**src/rtl/hnoc_pkg.sv**
```systemverilog
`default_nettype none
//============================================================================
// Module   : hnoc_pkg
// Purpose  : Shared HNoC definitions: default flit/address widths, the
//            destination-field extractor and the address range test used by
//            HLeaf switch output ports.
// Ports    : none (package)
// Revision : 1.0 - initial release
//============================================================================
package hnoc_pkg;

    localparam int c_HNOC_DATA_WIDTH = 35;
    localparam int c_HNOC_ADDR_WIDTH = 3;

    // Destination address occupies the top bits of the flit.
    function automatic logic [c_HNOC_ADDR_WIDTH-1:0] flit_addr(
        input logic [c_HNOC_DATA_WIDTH-1:0] flit
    );
        return flit[c_HNOC_DATA_WIDTH-1 -: c_HNOC_ADDR_WIDTH];
    endfunction

    // Inclusive range test; integer arguments let callers with any address
    // width share it.
    function automatic logic in_range(
        input int unsigned addr,
        input int unsigned lo,
        input int unsigned hi
    );
        return (addr >= lo) && (addr <= hi);
    endfunction

endpackage
`default_nettype wire

```
**src/rtl/hnoc_rr_arbiter.sv**
```systemverilog
`default_nettype none
//============================================================================
// Module   : hnoc_rr_arbiter
// Purpose  : Combinational round-robin arbiter. Picks the lowest requesting
//            index at or above i_ptr, wrapping modulo NUM_IN.
// Ports    : i_req       - request vector
//            i_ptr       - round-robin start index
//            o_grant     - one-hot grant (zero when nothing requests)
//            o_grant_idx - binary index of the granted request
//            o_any_grant - at least one request present
// Revision : 1.0 - initial release
//============================================================================
module hnoc_rr_arbiter #(
    parameter int NUM_IN = 4,
    parameter int IDX_W  = $clog2(NUM_IN)
) (
    input  wire logic [NUM_IN-1:0] i_req,
    input  wire logic [IDX_W-1:0]  i_ptr,
    output logic      [NUM_IN-1:0] o_grant,
    output logic      [IDX_W-1:0]  o_grant_idx,
    output logic                   o_any_grant
);

    logic [2*NUM_IN-1:0] w_req_dbl;
    logic [2*NUM_IN-1:0] w_mask;
    logic [2*NUM_IN-1:0] w_masked;

    // Lower copy is masked below the pointer; the unmasked upper copy
    // supplies the wrapped-around candidates, so one lowest-bit search covers
    // the whole circular order.
    assign w_req_dbl = {i_req, i_req};
    assign w_mask    = ~(({{(2*NUM_IN-1){1'b0}}, 1'b1} << i_ptr) - 1'b1);
    assign w_masked  = w_req_dbl & w_mask;

    // Descending scan: the last hit written is the lowest set bit.
    always_comb begin
        o_any_grant = 1'b0;
        o_grant_idx = '0;
        for (int i = 2*NUM_IN-1; i >= 0; i--) begin
            if (w_masked[i]) begin
                o_any_grant = 1'b1;
                o_grant_idx = (i >= NUM_IN) ? IDX_W'(i - NUM_IN) : IDX_W'(i);
            end
        end
    end

    assign o_grant = o_any_grant ? (NUM_IN'(1) << o_grant_idx) : '0;

endmodule
`default_nettype wire

```
**src/rtl/hnoc_port_arbiter.sv**
```systemverilog
`default_nettype none
//============================================================================
// Module   : hnoc_port_arbiter
// Purpose  : Shares one HNoC switch output link among NUM_IN input links.
//            Only flits whose destination lies in [DEST_MIN,DEST_MAX]
//            compete; the round-robin winner is captured in a one-entry
//            output register with a valid/ready handshake.
// Ports    : i_sclk        - clock
//            i_reset       - synchronous reset, active low
//            i_req_data    - input flits, input k at [k*DATA_WIDTH +: DATA_WIDTH]
//            i_req_valid   - per-input flit valid
//            o_req_ready   - per-input accept (one-hot or zero)
//            o_data        - registered output flit
//            o_data_valid  - output flit valid
//            i_data_ready  - downstream accept
//            o_grant_id    - input index that supplied o_data
// Revision : 1.0 - initial release
//============================================================================
module hnoc_port_arbiter
    import hnoc_pkg::*;
#(
    parameter int          DATA_WIDTH = c_HNOC_DATA_WIDTH,
    parameter int          ADDR_WIDTH = c_HNOC_ADDR_WIDTH,
    parameter int          NUM_IN     = 4,
    parameter int unsigned DEST_MIN   = 0,
    parameter int unsigned DEST_MAX   = 7
) (
    input  wire logic                         i_sclk,
    input  wire logic                         i_reset,
    input  wire logic [NUM_IN*DATA_WIDTH-1:0] i_req_data,
    input  wire logic [NUM_IN-1:0]            i_req_valid,
    output logic      [NUM_IN-1:0]            o_req_ready,
    output logic      [DATA_WIDTH-1:0]        o_data,
    output logic                              o_data_valid,
    input  wire logic                         i_data_ready,
    output logic      [$clog2(NUM_IN)-1:0]    o_grant_id
);

    localparam int c_IDX_W = $clog2(NUM_IN);

    logic [NUM_IN-1:0]     w_eligible;
    logic [NUM_IN-1:0]     w_grant;
    logic [c_IDX_W-1:0]    w_grant_idx;
    logic                  w_any_grant;
    logic                  w_can_load;
    logic                  w_xfer;
    logic [c_IDX_W-1:0]    w_ptr_next;
    logic [DATA_WIDTH-1:0] w_sel_data;

    logic [c_IDX_W-1:0]    r_rr_ptr;
    logic [DATA_WIDTH-1:0] r_data;
    logic                  r_data_valid;
    logic [c_IDX_W-1:0]    r_grant_id;

    for (genvar k = 0; k < NUM_IN; k++) begin : g_elig
        logic [ADDR_WIDTH-1:0] w_addr;
        assign w_addr        = i_req_data[k*DATA_WIDTH + DATA_WIDTH-1 -: ADDR_WIDTH];
        assign w_eligible[k] = i_req_valid[k] && in_range(32'(w_addr), DEST_MIN, DEST_MAX);
    end

    hnoc_rr_arbiter #(
        .NUM_IN (NUM_IN),
        .IDX_W  (c_IDX_W)
    ) u_rr_arbiter (
        .i_req       (w_eligible),
        .i_ptr       (r_rr_ptr),
        .o_grant     (w_grant),
        .o_grant_idx (w_grant_idx),
        .o_any_grant (w_any_grant)
    );

    // The output slot frees up in the same cycle the downstream accepts,
    // which is what gives back-to-back flits without a bubble.
    assign w_can_load  = !r_data_valid || i_data_ready;
    assign o_req_ready = (i_reset && w_can_load) ? w_grant : '0;
    assign w_xfer      = w_any_grant && (|o_req_ready);

    assign w_sel_data  = i_req_data[w_grant_idx*DATA_WIDTH +: DATA_WIDTH];
    assign w_ptr_next  = (w_grant_idx == c_IDX_W'(NUM_IN-1)) ? '0 : w_grant_idx + 1'b1;

    always_ff @(posedge i_sclk) begin
        if (!i_reset) begin
            r_data_valid <= 1'b0;
            r_data       <= '0;
            r_grant_id   <= '0;
            r_rr_ptr     <= '0;
        end else if (w_xfer) begin
            r_data_valid <= 1'b1;
            r_data       <= w_sel_data;
            r_grant_id   <= w_grant_idx;
            r_rr_ptr     <= w_ptr_next;
        end else if (i_data_ready) begin
            r_data_valid <= 1'b0;
        end
    end

    assign o_data       = r_data;
    assign o_data_valid = r_data_valid;
    assign o_grant_id   = r_grant_id;

endmodule
`default_nettype wire

```
**config.mk**
```make
export PLATFORM = sky130hd
export DESIGN_NAME = hnoc_port_arbiter
export DESIGN_NICKNAME = d
export VERILOG_FILES = /design/src/rtl/hnoc_pkg.sv /design/src/rtl/hnoc_rr_arbiter.sv /design/src/rtl/hnoc_port_arbiter.sv
export SDC_FILE = /design/constraint.sdc
export NUM_CORES = 1
export LEC_CHECK = 0
export ABC_AREA = 1
export ABC_CLOCK_PERIOD_IN_PS = 3550
export BUFFER_PORTS_ARGS = -buffer_cell sky130_fd_sc_hd__buf_4
export CORE_AREA = 3 3 95 97
export DETAILED_ROUTE_END_ITERATION = 10
export DIE_AREA = 0 0 98 100
export PLACE_DENSITY = 0.89
export RECOVER_POWER = 25
export SLEW_MARGIN = 20
export SYNTH_ARGS = -nofsm -noshare
export SYNTH_HDL_FRONTEND = slang
export SYNTH_SLANG_ARGS = --single-unit
```
**constraint.sdc**
```tcl
create_clock -name i_sclk -period 3.55 [get_ports i_sclk]
set_input_delay 0.8875 -clock i_sclk [delete_from_list [all_inputs] [get_ports i_sclk]]
set_output_delay 0.8875 -clock i_sclk [all_outputs]
set_load 0.05 [all_outputs]
```
==> results_dict.tcl <==
set metrics [dict create \
    end_kind "primary output" \
    max_cap_violations 0 \
    finalSetupViolations 0 \
    final.fill_count 818 \
    finalCriticalPeriod_ns 3.28 \
    drive_gt1_share_pct 24.1 \
    min-delay-start "r_rr_ptr[0]" \
    cts_hold_buf 0 \
    yosysUniqueCellTypes 25 \
    cp.required_ns 2.66 \
    setup_ws_ns 0.270 \
    slew_headroom_pct 55.4 \
    drcViolationCount 0 \
    core_region_area_mm2 0.00822 \
    synth_fp_nets 860 \
    wl_per_cell_um 11.5 \
    ios 189 \
    synth_area_leaders "inv_1 (21%), nand3_1 (21%), dfxtp_1 (20%)" \
    grt_pass1_wl_mm 18.7 \
    r2r_cells 19 \
    multi_input_area_mm2 0.00205 \
    cts_htree_levels 2 \
    synth-seq-cells 40 \
    syn-instance-count 708 \
    nNetsFinal 1025 \
    dr.first_iter.drc_count 195 \
    ctsLongestPathBuffers 2 \
    path_class "input pin to primary output" \
    status "completed" \
    whs_path_depth 2 \
    switchingPower_mw 2.37 \
    cts-root-buf "clkbuf_8" \
    yosys_warnings 0 \
    powerDensity_mw_per_mm2 782 \
    place_inst 971 \
    cts_resized 0 \
    peakVddDrop_uv 674 \
    placementRows 33 \
    port_buffers 188 \
    syn_to_final_growth_pct 35.6 \
    critPathArrivalTime_ns 2.39 \
    final_hold_viol_count 0 \
    synth.avg_cell_area_um2 5.57 \
    yosysTopAreaCell "inv_1" \
    power_frac_clock_pct 7.2 \
    min_to "r_rr_ptr[0]" \
    layout_common_cells "inv_1 (222), buf_4 (181), nand3_1 (166)" \
    grt_overflow 0 \
    worstMarginPinSlew_ns 0.670 \
    power_mw 4.18 \
    seq_power_share_pct 16.5 \
    crit_path_start_kind "input pin" \
    gp_congestion 0.946 \
    cp_max_fo 4 \
    r2r-end "o_data[32]" \
    post_cts_buffers 0 \
    hold_slack_ns 0.524 \
    track_usage_pct 22.3 \
    fin_cells 979 \
    dr.pass1.iters 4 \
    finalSetupTns_ns 0 \
    swShare_pct 56.6 \
    fp.dieH_um 100 \
    clkSinkCount 40 \
    clk_latency_ns 0.27 \
    dp_hpwl_mm 8.47 \
    worstHoldPathType "flip-flop to flip-flop" \
    fin_crit_sh_pct 92.4 \
    synth_top_area_share_pct 21.1 \
    yosysSeqAreaShare_pct 20.3 \
    cts_tree "built" \
    path_clk_slew_ns 0.07 \
    via_count 4550 \
    rrSetupSlack_ns 0.82 \
    fmax_mhz 305 \
    detail-route-antenna-nets 0 \
    dpl_worst_slack_ns 0.291 \
    fp.dieW_um 98 \
    slew_violations 0 \
    rr_startpoint "r_rr_ptr[1]" \
    rsz0062_at_grt "false" \
    diodes 0 \
    leakage_nw 3.58 \
    fin_worst_skew_ns 0.00480 \
    combPwrFrac_pct 76.2 \
    p_int_mw 1.82 \
    die_area_mm2 0.00980 \
    wl_mm 11.2 \
    final_common_cell "inv_1" \
    initial_core_util_pct 48.0 \
    cts_made_buffers 5 \
    grt_pass1_vias 4275 \
    grt_max_degree 71 \
    regArea_um2 801 \
    netlist_area_mm2 0.00395 \
    viasPerCell 4.65 \
    antenna_found_initial 0 \
]
==> worst max-delay path by stage <==
| stage | start | endpoint | slack (ns) | cells past startpoint |
|---|---|---|---|---|
| finish | i_req_valid[3] | o_req_ready[0] | 0.27 | 11 |
| global route | r_rr_ptr[0] | o_req_ready[0] | 0.11 | 13 |
| CTS | i_req_valid[3] | o_req_ready[0] | 0.29 | 11 |
| detailed placement | i_req_valid[3] | o_req_ready[0] | 0.29 | 11 |
| global placement | i_req_valid[3] | o_req_ready[0] | 0.38 | 11 |
| floorplan | i_req_valid[3] | o_req_ready[0] | 0.24 | 10 |
==> through the flow <==
| step | utilization [%] | cell area, µm² |
|---|---|---|
| floorplan | - | 3950 |
| global placement | 64.9 | 5340 |
| detailed placement | 64.9 | 5340 |
| CTS | 66.0 | 5430 |
| global route | 65.1 | 5350 |
| finish | 65.1 | 5350 |
==> sequential cells by signal (all words and copies together) (netlist names) <==
signal	cells
r_rr_ptr	2
o_grant_id	2
o_data_valid	1
o_data	35
==> synthesized netlist by cell type <==
cell        n
inv_1     222
nand3_1   166
nand2_1   155
dfxtp_1    40
nand3b_1   36
clkbuf_1   15
nand3_2    12
buf_2      11
buf_4       9
nor2_1      7
buf_6       6
ha_1        5
a21oi_1     4
o21ai_1     4
inv_2       3
buf_1       2
nand2_2     2
o21ai_4     2
a21boi_1    1
a21oi_4     1
nand2_4     1
nand3_4     1
nor2_2      1
o21ai_0     1
or2_1       1
==> layer usage <==
| metal | GRT usage, % | part of all wire (%) |
|---|---|---|
| met2 | 39.7 | 49 |
| met5 | 0 | 0 |
| met1 | 27.5 | 41 |
| met4 | 6.60 | 2.2 |
| met3 | 4.03 | 7.5 |
==> cell type report <==
cell class / instances / share of cell area [%]
multi-input combinational: 400 / 38.3
inverter: 225 / 15.8
timing repair buffer: 201 / 26.8
sequential: 40 / 15.0
clock buffer: 8 / 1.68
tap: 105 / 2.46
==> power by group through the flow <==
stage               registers (mW)  logic [mW]  clock network, mW
floorplan                     1.21        2.05                  0
global placement             0.697        3.22                  0
detailed placement           0.705        3.27                  0
CTS                          0.695        3.28              0.318
global route                 0.716        3.55              0.338
finish                       0.692        3.19              0.302
==> kinds of logic (layout without fill, tap and decap cells) <==
family | Yosys count | after routing | synth area share (%)
AOI/OAI and AO/OA | 13 | 13 | 2.57
and+or+nand+nor | 382 | 382 | 47.7
buffers and inverters | 268 | 434 | 27.8
adders and majority gates | 5 | 5 | 1.59
DFF | 40 | 40 | 20.3
==> worst max-delay path: stages <==
cell	delay [ns]
buf_4	0.11
or2_1	0.25
nand3b_1	0.17
nand2_1	0.11
nand3_2	0.12
ha_1	0.15
inv_1	0.04
nor2_1	0.23
nand2_1	0.08
inv_1	0.06
buf_4	0.18
Note: power is estimated with default switching activity, not from simulation.
